$ cat src/rtl/pr_pkg.sv
// Shared types for the Q-channel power/retention sequencer.
// Holds the sequencer state encoding and a small state helper.
package pr_pkg;

  localparam int PR_STATE_W = 4;

  typedef enum logic [3:0] {
    RUN,
    REQ,
    DENY,
    ISO,
    SAVE,
    OFF,
    PWR_ON,
    RESTORE,
    EXIT
  } pr_state_e;

  function automatic logic pr_is_busy(pr_state_e s);
    return s != RUN;
  endfunction

endpackage

$ cat src/rtl/pr_idle_timer.sv
// Idle timer: hit rises after IDLE_CYC consecutive idle cycles.
// Ports: clk, resetn (async low), clr, idle in; hit out.
module pr_idle_timer #(
  parameter int IDLE_CYC = 16
) (
  input  logic clk,
  input  logic resetn,
  input  logic clr,
  input  logic idle,
  output logic hit
);

  localparam int W = $clog2(IDLE_CYC + 1);
  localparam logic [W-1:0] LAST = W'(IDLE_CYC);

  logic [W-1:0] cnt_q, cnt_d;

  always_comb begin
    cnt_d = cnt_q;
    if (clr || !idle) begin
      cnt_d = '0;
    end else if (cnt_q != LAST) begin
      cnt_d = cnt_q + 1'b1;
    end
  end

  always_ff @(posedge clk or negedge resetn) begin
    if (!resetn) begin
      cnt_q <= '0;
    end else begin
      cnt_q <= cnt_d;
    end
  end

  assign hit = (cnt_q == LAST);

endmodule

$ cat src/rtl/pr_qch_pwr_seq.sv
// Q-channel power/retention sequencer (always-on domain).
// In: clk, resetn, sleep_req, wake_req, core_idle, qacceptn, qdeny,
//     pwr_ack. Out: qreqn, iso_en, ret_save, pwr_en, pr_restore,
//     busy, deny_cnt. PR_IDLE_TIMER_EN adds the idle auto-request.
module pr_qch_pwr_seq
  import pr_pkg::*;
#(
  parameter int PWR_DLY  = 4,
  parameter int IDLE_CYC = 16,
  parameter int CNT_W    = 8
) (
  input  logic             clk,
  input  logic             resetn,
  input  logic             sleep_req,
  input  logic             wake_req,
  input  logic             core_idle,
  input  logic             qacceptn,
  input  logic             qdeny,
  input  logic             pwr_ack,
  output logic             qreqn,
  output logic             iso_en,
  output logic             ret_save,
  output logic             pwr_en,
  output logic             pr_restore,
  output logic             busy,
  output logic [CNT_W-1:0] deny_cnt
);

  localparam int DW = (PWR_DLY > 1) ? $clog2(PWR_DLY) : 1;
  localparam logic [DW-1:0] DLY_LAST = DW'(PWR_DLY - 1);

  pr_state_e state_q, state_d;
  logic qreqn_q, qreqn_d;
  logic iso_q, iso_d;
  logic save_q, save_d;
  logic pwren_q, pwren_d;
  logic rest_q, rest_d;
  logic busy_q;
  logic armed_q, armed_d;
  logic wpend_q, wpend_d;
  logic [CNT_W-1:0] deny_q, deny_d;
  logic [DW-1:0] dly_q, dly_d;
  logic req;

`ifdef PR_IDLE_TIMER_EN
  logic idle_hit;

  pr_idle_timer #(
    .IDLE_CYC (IDLE_CYC)
  ) u_idle (
    .clk    (clk),
    .resetn (resetn),
    .clr    (state_q != RUN),
    .idle   (core_idle),
    .hit    (idle_hit)
  );

  assign req = sleep_req | idle_hit;
`else
  logic unused_idle;
  assign unused_idle = core_idle ^ IDLE_CYC[0];
  assign req = sleep_req;
`endif

  always_comb begin
    state_d = state_q;
    qreqn_d = qreqn_q;
    iso_d   = iso_q;
    save_d  = 1'b0;
    pwren_d = pwren_q;
    rest_d  = 1'b0;
    armed_d = armed_q;
    wpend_d = wpend_q;
    deny_d  = deny_q;
    dly_d   = dly_q;
    // A held sleep_req must drop once before it may re-arm.
    if (!sleep_req) armed_d = 1'b1;
    unique case (state_q)
      RUN: begin
        if (req && armed_q && qacceptn && !qdeny) begin
          qreqn_d = 1'b0;
          state_d = REQ;
        end
      end
      REQ: begin
        if (!qacceptn) begin
          iso_d   = 1'b1;
          state_d = ISO;
        end else if (qdeny) begin
          qreqn_d = 1'b1;
          armed_d = 1'b0;
          deny_d  = (&deny_q) ? deny_q : deny_q + 1'b1;
          state_d = DENY;
        end
      end
      DENY: begin
        if (!qdeny && qacceptn) state_d = RUN;
      end
      ISO: begin
        save_d  = 1'b1;
        state_d = SAVE;
        if (wake_req) wpend_d = 1'b1;
      end
      SAVE: begin
        pwren_d = 1'b0;
        state_d = OFF;
        if (wake_req) wpend_d = 1'b1;
      end
      OFF: begin
        if (wake_req || wpend_q) begin
          pwren_d = 1'b1;
          wpend_d = 1'b0;
          dly_d   = '0;
          state_d = PWR_ON;
        end
      end
      PWR_ON: begin
        // Settle counts only consecutive pwr_ack cycles.
        if (!pwr_ack) begin
          dly_d = '0;
        end else if (dly_q == DLY_LAST) begin
          dly_d   = '0;
          rest_d  = 1'b1;
          state_d = RESTORE;
        end else begin
          dly_d = dly_q + 1'b1;
        end
      end
      RESTORE: begin
        qreqn_d = 1'b1;
        iso_d   = 1'b0;
        state_d = EXIT;
      end
      EXIT: begin
        if (qacceptn) state_d = RUN;
      end
      default: begin
        state_d = RUN;
      end
    endcase
  end

  always_ff @(posedge clk or negedge resetn) begin
    if (!resetn) begin
      state_q <= RUN;
      qreqn_q <= 1'b1;
      iso_q   <= 1'b0;
      save_q  <= 1'b0;
      pwren_q <= 1'b1;
      rest_q  <= 1'b0;
      busy_q  <= 1'b0;
      armed_q <= 1'b1;
      wpend_q <= 1'b0;
      deny_q  <= '0;
      dly_q   <= '0;
    end else begin
      state_q <= state_d;
      qreqn_q <= qreqn_d;
      iso_q   <= iso_d;
      save_q  <= save_d;
      pwren_q <= pwren_d;
      rest_q  <= rest_d;
      busy_q  <= pr_is_busy(state_d);
      armed_q <= armed_d;
      wpend_q <= wpend_d;
      deny_q  <= deny_d;
      dly_q   <= dly_d;
    end
  end

  assign qreqn      = qreqn_q;
  assign iso_en     = iso_q;
  assign ret_save   = save_q;
  assign pwr_en     = pwren_q;
  assign pr_restore = rest_q;
  assign busy       = busy_q;
  assign deny_cnt   = deny_q;

  a_exit_no_deny: assert property (
    @(posedge clk) disable iff (!resetn)
    state_q == EXIT |-> !qdeny
  ) else $error("qdeny asserted during EXIT");

  a_restore_exit: assert property (
    @(posedge clk) disable iff (!resetn)
    $rose(rest_q) |=> $rose(qreqn_q) && $fell(rest_q)
  ) else $error("pr_restore not followed by qreqn rise");

endmodule

$ cat config.mk
export PLATFORM = sky130hd
export DESIGN_NAME = pr_qch_pwr_seq
export DESIGN_NICKNAME = d
export VERILOG_FILES = /design/src/rtl/pr_pkg.sv /design/src/rtl/pr_idle_timer.sv /design/src/rtl/pr_qch_pwr_seq.sv
export SDC_FILE = /design/constraint.sdc
export NUM_CORES = 1
export LEC_CHECK = 0
export ABC_CLOCK_PERIOD_IN_PS = 1800
export CAP_MARGIN = 10
export CORE_AREA = 5 5 65 67
export CTS_CLUSTER_SIZE = 40
export DETAILED_ROUTE_END_ITERATION = 10
export DIE_AREA = 0 0 70 72
export GPL_TIMING_DRIVEN = 0
export PLACE_DENSITY = 0.57
export SLEW_MARGIN = 20
export SYNTH_ARGS = -nofsm -noshare
export SYNTH_HDL_FRONTEND = slang
export SYNTH_SLANG_ARGS = --single-unit
$ cat constraint.sdc
create_clock -name clk -period 1.8 [get_ports clk]
set_clock_uncertainty 0.1 [all_clocks]
set_input_delay 0.54 -clock clk [delete_from_list [all_inputs] [get_ports clk]]
set_output_delay 0.54 -clock clk [all_outputs]
set_load 0.1 [all_outputs]
Yosys cells after proc, flatten, opt, wreduce, memory -nomap -nowiden
Cells that the tools add are included.
{"block": "op_classes", "add_sub_neg": 2, "eq_ne": 15, "muxes": 32, "bitwise_logic": 1, "reduce_logical": 21}
{"op": "4-bit case mux with 9 select lines", "count": 1}
{"op": "4-bit 2-to-1 mux", "count": 8}
{"op": "4-bit by 3-bit equality test with 1-bit output, second input constant", "count": 4}
{"op": "1-bit 2-to-1 mux", "count": 15}
{"op": "2-bit inequality test, second input constant", "count": 5}
{"op": "8-bit by 1-bit adder with 8-bit output, second input constant", "count": 1}
{"op": "4-bit by 2-bit equality test with 1-bit output, second input constant", "count": 2}
{"op": "4-bit AND reduction", "count": 2}
{"op": "8-bit AND reduction", "count": 1}
{"op": "2-bit nonzero test", "count": 4}
{"op": "2-bit 2-to-1 mux", "count": 3}
{"op": "1-bit case mux with 2 select lines", "count": 3}
{"op": "2-bit AND reduction", "count": 3}
{"op": "4-bit by 1-bit equality test with 1-bit output, second input constant", "count": 1}
{"op": "4-bit equality test, second input constant", "count": 1}
{"op": "1-bit logical AND", "count": 4}
{"op": "4-bit logical NOT", "count": 1}
{"op": "2-bit case mux with 2 select lines", "count": 1}
{"op": "4-bit nonzero test", "count": 1}
{"op": "1-bit case mux with 3 select lines", "count": 1}
{"op": "3-bit AND reduction", "count": 1}
{"op": "3-bit nonzero test", "count": 1}
{"op": "2-bit by 1-bit adder with 2-bit output, second input constant", "count": 1}
{"op": "2-bit equality test, second input constant", "count": 1}
{"op": "other kinds (5)", "count": 5}
{"block": "totals", "register_bits": 22, "in_bits": 8}

Longest topological paths before layout
Gate-level depths: netlist (run 1).
{"block": "logic_depth", "word_depth": 6, "depth_mapped": 5}

Worst setup path before layout (run 1)
Ideal clock, no wire load.
{"block": "synth_path", "kind": "reg-to-reg", "start": "register deny_q[3], in the netlist deny_cnt[3]", "end": "register deny_q[1], in the netlist deny_cnt[1]", "setup_time_ns": 0.128, "arrival_ns": 1.975, "required_time_ns": 1.572, "setup_slack_ns": -0.403, "stages_incl_launch_ff": 5, "synth_period_minus_slack_ns": 2.203, "path_cell_list": "dfrtp_1 > and4_4 > and3_4 > a21oi_1 > mux2_1"}
{"block": "synth_via", "elab_chain_len": 3}
{"item": "start, declared", "line": "pr_qch_pwr_seq.sv:41", "text": "logic [CNT_W-1:0] deny_q, deny_d;"}
{"item": "start signal, assigned", "line": "pr_qch_pwr_seq.sv:166", "text": "deny_q <= deny_d;"}
{"item": "8-bit AND reduction", "line": "pr_qch_pwr_seq.sv:92", "text": "deny_d = (&deny_q) ? deny_q : deny_q + 1'b1;"}
{"item": "1-bit NOT (no source line)"}
{"item": "4-bit AND reduction (no source line)"}
Every way passes these cells.
A chain may end at the register's enable or synchronous reset.

Worst setup path after layout (run 1)
{"block": "layout_path", "start": "input port wake_req", "end": "register busy_q, in the netlist busy"}
{"block": "layout_via", "elab_chain_len": 4}
{"item": "start, declared", "line": "pr_qch_pwr_seq.sv:15", "text": "input logic wake_req,"}
{"item": "1-bit logical OR", "line": "pr_qch_pwr_seq.sv:110", "text": "if (wake_req || wpend_q) begin"}
{"item": "4-bit 2-to-1 mux", "line": "pr_qch_pwr_seq.sv:110"}
{"item": "4-bit case mux with 9 select lines", "line": "pr_qch_pwr_seq.sv:78", "text": "unique case (state_q)"}
{"item": "net state_d[1]", "line": "pr_qch_pwr_seq.sv:32", "text": "pr_state_e state_q, state_d;"}
{"item": "4-bit nonzero test", "line": "pr_pkg.sv:20", "text": "return s != RUN;"}
{"item": "end signal, assigned", "line": "pr_qch_pwr_seq.sv:163", "text": "busy_q <= pr_is_busy(state_d);"}
{"item": "end, declared", "line": "pr_qch_pwr_seq.sv:38", "text": "logic busy_q;"}
The timed path passes the listed nets, and every way through them passes these cells.

==> results.md, run 1 <==
- The HPWL after detailed placement is 1729 um.
- The first TritonRoute pass finished after 4 iterations.
- The register area share after synthesis is 46.88%.
- The biggest area contributor in the post-synthesis netlist is sky130_fd_sc_hd__dfrtp_1.
- The global-route usage over all layers is 10.48%.
- After clock tree synthesis, the clock-pin slew on the worst setup and hold paths is 0.13 ns.
- The TritonCTS sink count is 22.
- The slew at the pin with the worst max-slew slack is 0.4952 ns.
- In the synthesized netlist, the number of instances is 103.
- At the worst endpoint, the required time is 1.91 ns.
- Counting instances in the post-synthesis netlist gives the leading cell types as sky130_fd_sc_hd__dfrtp_1, sky130_fd_sc_hd__xor2_1, sky130_fd_sc_hd__nand2_1, sky130_fd_sc_hd__nor2_1, sky130_fd_sc_hd__a21oi_1.
- The number of I/O port buffers is 20.
- The top fanout value on the critical path is 3.
- The layout overhead on the synthesized area is 27.09%.
- By startpoint and endpoint, the worst setup path is classified as in -> reg.
- The run finished with clean final reports.
- The full die area is 5040 um2.
- In the routed design, unresolved DRC markers number 0.
- The most common cell in the synthesized netlist is sky130_fd_sc_hd__dfrtp_1.
- After synthesis, the netlist uses 41 different library cells.
- The final critical-path required period is 1.786 ns.
- The setup-violating endpoint count in the final report is 0.
- The area of the multi-input gates is 599.3 um2.
- The capturing element type of the critical path is a flip-flop.
- The number of buffers inserted for hold repair after clock tree synthesis is 0.
- The cell sitting at the root of the clock tree is a sky130_fd_sc_hd__clkbuf_4.
- Yosys printed 0 warnings.
- The initial antenna violation count is 0.
- Summing every instance area after synthesis gives 1182 um2.
- The synthesized design contains 0 enable-type register cells.
- The antenna diode instance count is 0.
- The post-detailed-route via-to-cell ratio is 5.006.
- The most used flip-flop cell after synthesis is sky130_fd_sc_hd__dfrtp_1.
- The number of global-route vias before repair was 877.
- Headroom to the max-slew limit came out at 66.98%.
- In the final routed layout, each cell accounts on average for 14.16 um.
- The area occupied by registers is 574.3 um2.
- The core area is 3578 um2.
- The total congestion overflow after global routing is 0.
- The floorplan step set the die height to 72 um.
- The count of fill cells added during filler insertion is 365.
- The detailed router finished its first iteration with 39 violations.
- The number of nets with antenna violations after detailed routing is 0.
- The total nets after synthesis is 113.
- The sum of routed wire length over all layers is 2520 um.
- For this design the top-level I/O count stands at 22.
- After synthesis, the largest area contributor takes up 40.21% of total cell area.
- The post-route non-filler standard cell count is 178.
- The share of the cycle needed by the critical path after routing is 99.25%.
- The global placement routability congestion is 0.8117.
- Entering global routing, the biggest net connects 23 pins.
- CTS built an H-tree with a depth of 1.
- The starting density of the core is 33.04%.
- The leakage power of the design is 0.6788 nW.
- The first-pass GRT wire length is 4278 um.
- Max-cap violations in this run came to 0.
- The final layout contains 141 nets.
- The insertion delay to the later sink of the worst-skew pair is 0.32 ns.
- The async set or reset register ratio after synthesis is 100.0%.
- The count of final max-slew check failures came to 0.
- The clock passes through at most 2 buffers.
- In this run, CTS created clock tree buffers numbering 3.
- By area the synthesized netlist is led by sky130_fd_sc_hd__dfrtp_1, sky130_fd_sc_hd__dfstp_2, sky130_fd_sc_hd__xor2_1.
- The width of the die is 70 um.
- The post-route netlist has 40.00% of its cells at a drive strength greater than 1.
- STA classifies the critical path startpoint as a primary input.
- The final route contains 891 vias.
- The peak ir drop on the vdd network is 938.3 uV.
- After routing, the total negative slack on setup checks comes to 0 ns.
- TritonCTS built the clock tree.
- The class of the most critical hold timing path is in -> async.
- The number of hold violations in the final report is 0.
- The number of core rows is 22.
- In this run, placement finished with an instance count of 171.
- In this run the power density over the cells is 1724 nW/um2.
- The post-route worst hold slack is 0.05786 ns.
- Dividing the synthesized area by the synthesized cell count gives 11.48 um2.
- Data arrives at the worst endpoint at 1.90 ns.
- The highest attainable clock frequency is 0.5598 GHz.
- The flip-flop and latch count after synthesis is 22.
==> state kept, by name, indices dropped and copies added (netlist names) <==
name / flops
ret_save: 1
state_q: 4
pr_restore: 1
qreqn: 1
wpend_q: 1
deny_cnt: 8
pwr_en: 1
armed_q: 1
dly_q: 2
busy: 1
iso_en: 1
==> cell type report <==
cell class,count,share of cell area (%)
Tap cell,48,3.997
Inverter,5,1.249
Sequential cell,22,38.22
Multi-Input combinational cell,73,39.88
Clock buffer,4,2.415
Timing Repair Buffer,22,11.99
Buffer,4,2.248
==> final timing paths <==
kind | slack [ns] | cells past startpoint | startpoint | to
max reg2reg | 0.09 | 4 | deny_cnt[2] | deny_cnt[3]
max | 0.01 | 5 | wake_req | busy
min | 0.06 | 1 | resetn | deny_cnt[3]
max in group asynchronous | 1.17 | 1 | resetn | deny_cnt[2]
min in group clk | 0.38 | 2 | armed_q | armed_q
min reg2reg | 0.38 | 2 | armed_q | armed_q
==> metrics by stage <==
step	util, %	power, mW	instance area (um2)	setup WS [ns]
after floorplan	-	1.977	1206	0.01720
after global placement	40.98	2.271	1466	-0.4798
after detailed placement	40.98	2.297	1466	-0.4767
after CTS	40.94	2.570	1465	0.007877
after global routing	41.99	2.763	1503	-0.0003360
final	41.99	2.591	1503	0.01350
==> power breakdown <==
part           leakage, nW  switching, mW  internal [mW]  total [mW]
Clock               0.0210          0.163          0.124       0.287
Sequential           0.261          0.115          0.672       0.788
Combinational        0.397           1.06          0.458        1.52
==> per-layer routing <==
| metal | vias to the layer above | part of all wire (%) | global-route usage, % |
|---|---|---|---|
| li1 | 429 | - | - |
| met1 | 436 | 45 | 12.71 |
| met2 | 21 | 49 | 18.26 |
| met3 | 5 | 5.1 | 3.601 |
| met4 | 0 | 0.87 | 1.915 |
| met5 | - | 0 | 0 |
==> cell families after synthesis <==
logic type	Yosys count	share of synthesized area (%)
compound gates	23	16.93
xor+xnor	9	6.667
fa+ha+maj	2	2.116
buf+inv	9	4.444
flops	22	46.88
mux	2	1.799
simple gates	36	21.16
==> timing repair <==
action,in CTS,in global routing
buffers inserted,0,2
cloned,0,1
resized for setup,82,4
endpoints found under the setup margin,14,6
pin swaps,0,1
==> critical path, stage by stage <==
cell and delay [ns]:
sky130_fd_sc_hd__clkdlybuf4s50_1 0.44, sky130_fd_sc_hd__o21ba_2 0.24, sky130_fd_sc_hd__a31oi_4 0.22, sky130_fd_sc_hd__o41ai_2 0.11, sky130_fd_sc_hd__or3_1 0.35
==> placed cells by master, fill, tap and decap left out, types with 2 or more instances in the layout <==
cell type and count:
sky130_fd_sc_hd__a31oi_1 2, sky130_fd_sc_hd__dfrtp_4 4, sky130_fd_sc_hd__clkdlybuf4s50_1 3, sky130_fd_sc_hd__nor2_1 7
sky130_fd_sc_hd__nand3_1 3, sky130_fd_sc_hd__nand4_1 2, sky130_fd_sc_hd__xor2_1 8, sky130_fd_sc_hd__o21ai_0 3
sky130_fd_sc_hd__dlymetal6s2s_1 2, sky130_fd_sc_hd__inv_1 5, sky130_fd_sc_hd__buf_2 4, sky130_fd_sc_hd__nand2_1 7
sky130_fd_sc_hd__buf_6 3, sky130_fd_sc_hd__nor3b_1 2, sky130_fd_sc_hd__nor2b_1 3, sky130_fd_sc_hd__a21oi_1 5
sky130_fd_sc_hd__buf_4 13, sky130_fd_sc_hd__dfrtp_2 4, sky130_fd_sc_hd__o21ai_1 2, sky130_fd_sc_hd__ha_1 2
sky130_fd_sc_hd__dfstp_2 3, sky130_fd_sc_hd__dfrtp_1 11, sky130_fd_sc_hd__a2111oi_2 2, sky130_fd_sc_hd__clkbuf_4 4
Note: power is estimated with default switching activity, not from simulation.
==> inputs of run 2 (changes only) <==
--- a/config.mk
+++ b/config.mk
@@ -11,7 +11,6 @@
 export CTS_CLUSTER_SIZE = 40
 export DETAILED_ROUTE_END_ITERATION = 10
 export DIE_AREA = 0 0 70 72
-export GPL_TIMING_DRIVEN = 0
 export PLACE_DENSITY = 0.57
 export SLEW_MARGIN = 20
 export SYNTH_ARGS = -nofsm -noshare
==> run 2 against run 1 <==
  * Critical path type unchanged
  * Final cell count increased by 3.9%
  * First-iteration DRC count increased by 56%
  * Count of clock-buffer cells in the layout unchanged
  * Hold slack improved by 0.32 ns
  * Wire length decreased by 1.6%
==> results.md, run 2 (same netlist as run 1, synthesis figures left out) <==
- The number of nets with antenna violations after detailed routing came to 0 (unchanged).
- The number of levels the H-tree was split into is 1 (unchanged).
- The root buffer cell is sky130_fd_sc_hd__clkbuf_4.
- The peak ir drop on the vdd network came to 933.5 uV (-0.50%).
- The post-place instance area is 1678 um2 (+14%).
- The capturing element type of the critical path is a flip-flop.
- The leakage power of the design is 0.7535 nW (+11%).
- The top fanout value on the critical path is 3 (unchanged).
- The full die area is 5040 um2 (unchanged).
- The maximum number of buffers from clock root to sink came to 2 (unchanged).
- The library cell used most frequently in the layout, excluding fill and tap cells, is sky130_fd_sc_hd__buf_12.
- The net count reported at finish is 148 (+5.0%).
- The initial antenna violation count is 0 (unchanged).
- The number of detailed-routing iterations run before antenna repair came to 4 (unchanged).
- The final HPWL from detailed placement is 1841 um (+6.5%).
- The finished layout cell area is 1723 um2 (+15%).
- The setup TNS is 0 ns (unchanged).
- The residual DRC count is 0 (unchanged).
- The tightest min-delay check is of the reg -> reg type.
- The first-pass GRT wire length was 4733 um (+11%).
- The fraction of final layout cells with drive strength greater than 1 was 41.61% (+1.6 points).
- The final critical-path required period is 1.798 ns (+0.01152 ns).
- The least setup slack across all paths after layout is 0.001987 ns (-0.01152 ns).
- The share of the cycle needed by the critical path after routing is 99.89% (+0.64 points).
- The starting density of the core is 33.04% (unchanged).
- The TritonCTS sink count is 22 (unchanged).
- The highest attainable clock frequency is 0.5562 GHz (-0.64%).
- The top-level I/O count is 22 (unchanged).
- The count of final max-slew check failures is 0 (unchanged).
- The slew at the pin with the worst max-slew slack is 0.3791 ns (-0.1161 ns).
- The post-place setup slack is -0.3419 ns (+0.1348 ns).
- The max-cap check violation count is 0 (unchanged).
- The antenna diode instance count was 0 (unchanged).
- The count of buffers added by post-CTS timing repair for setup was 0 (unchanged).
- The flow ran to the end, and the final reports show no timing, DRC or antenna violations.
- The global placement routability congestion came to 0.8053 (-0.79%).
- The insertion delay to the later sink of the worst-skew pair is 0.32 ns (about the same).
- The arrival time of data at the critical path endpoint is 1.90 ns (about the same).
- In the layout the commonest cells are sky130_fd_sc_hd__buf_12, sky130_fd_sc_hd__buf_4, sky130_fd_sc_hd__dfrtp_1.
- The power per cell area is 1646 nW/um2 (-4.5%).
- The sum of routed wire length over all layers is 2480 um (-1.6%).
- The number of I/O port buffers is 20 (unchanged).
- The total congestion overflow after global routing is 0 (unchanged).
- The worst setup path is of the in -> reg kind.
- The post-route worst hold slack is 0.3822 ns (+0.3243 ns).
- The post-detailed-route via-to-cell ratio came to 4.919 (-1.7%).
- STA classifies the critical path startpoint as a primary input.
- The number of core rows is 22 (unchanged).
- The core area is 3578 um2 (unchanged).
- The number of violations reported at the end of detailed-routing iteration 0 is 61 (+56%).
- The total instance count after detailed placement is 181 (+5.8%).
- Setup repair after global routing left no endpoint under its margin.
- The worst-case headroom to the max-slew limit came to 74.73% (+7.7 points).
- The layout overhead on the synthesized area is 45.71%.
- The global-route usage over all layers is 11.49% (+1.0 points).
- The required time of the critical path was 1.90 ns (about the same).
- The pin count of the biggest net entering global routing is 23 (unchanged).
- The worst-case register-to-register setup slack is 0.07 ns (-0.02 ns).
- The flip-flop count of the largest register after layout is 8 (unchanged).
- The TritonCTS buffer count was 3 (unchanged).
- The post-route non-filler standard cell count came to 185 (+3.9%).
- The clock-pin slew on the worst setup and hold paths is 0.12 ns (about the same).
- The setup-violating endpoint count in the final report is 0 (unchanged).
- The width of the die was 70 um (unchanged).
- The number of hold violations in the final report came to 0 (unchanged).
- The number of global-route vias before repair is 1005 (+15%).
- The count of fill cells added during filler insertion is 329 (-9.9%).
- The detailed-route via count is 910 (+2.1%).
- TritonCTS built the clock tree.
- The mean routed wirelength per cell is 13.41 um (-5.3%).
- The y dimension of the die is 72 um (unchanged).
==> run 2: cell count changes in the layout (fill, tap and decap cells not counted), sizes merged <==
cell	before	now
clkdlybuf4s50	3	4
buf	20	28
nand4	4	3
clkbuf	5	4
==> run 2: worst max-delay path: stages <==
cell	delay [ns]
sky130_fd_sc_hd__clkdlybuf4s50_1	0.44
sky130_fd_sc_hd__o21ba_2	0.24
sky130_fd_sc_hd__a31oi_4	0.19
sky130_fd_sc_hd__o41ai_1	0.11
sky130_fd_sc_hd__or3_1	0.37
==> run 2: final timing paths <==
path                             from         end  cells after the start
min in group asynchronous      resetn  state_q[1]                      2
hold / removal                armed_q     armed_q                      2
max in group asynchronous      resetn     armed_q                      2
setup / recovery             wake_req        busy                      5
hold reg to reg               armed_q     armed_q                      2
setup reg to reg           state_q[1]        busy                      4
==> run 2: cell type report <==
class,count,area [um2],share of cell area [%]
clock buffer,4,36.28,2.106
inverter,5,18.77,1.089
multi-input combinational,72,579.3,33.62
sequential,22,574.3,33.33
tap,48,60.06,3.486
timing repair buffer,34,454.2,26.36
==> run 2: power breakdown <==
group	internal (mW)	switching (mW)	leakage (nW)
clock	0.124	0.158	0.0210
combinational	0.670	1.00	0.471
sequential	0.673	0.208	0.261
==> run 2: repair_timing <==
item                                    in CTS  in global routing
endpoints found under the setup margin       0                  2
hold buffers                                 0                  0
resized for setup                            0                  3
==> run 2: metal layers <==
metal  global-route usage (%)  share of wire [%]  up-vias
li1                         -                  -      436
met2                    19.41                 50       30
met1                    13.79                 43      440
met4                    2.766               0.93        0
met3                    4.571                6.0        4
met5                        0                  0        -
==> run 2: stage by stage <==
step / power (mW) / utilization (%)
after floorplan: 1.977 / -
after global placement: 2.520 / 46.89
after detailed placement: 2.561 / 46.89
after CTS: 2.852 / 47.90
after global routing: 3.009 / 48.15
final: 2.836 / 48.15
==> inputs of run 3 (changes only) <==
--- a/config.mk
+++ b/config.mk
@@ -8,7 +8,6 @@
 export ABC_CLOCK_PERIOD_IN_PS = 1800
 export CAP_MARGIN = 10
 export CORE_AREA = 5 5 65 67
-export CTS_CLUSTER_SIZE = 40
 export DETAILED_ROUTE_END_ITERATION = 10
 export DIE_AREA = 0 0 70 72
 export PLACE_DENSITY = 0.57
==> results of run 3 <==
Final layout, timing and power as in run 2 (identical DEF).
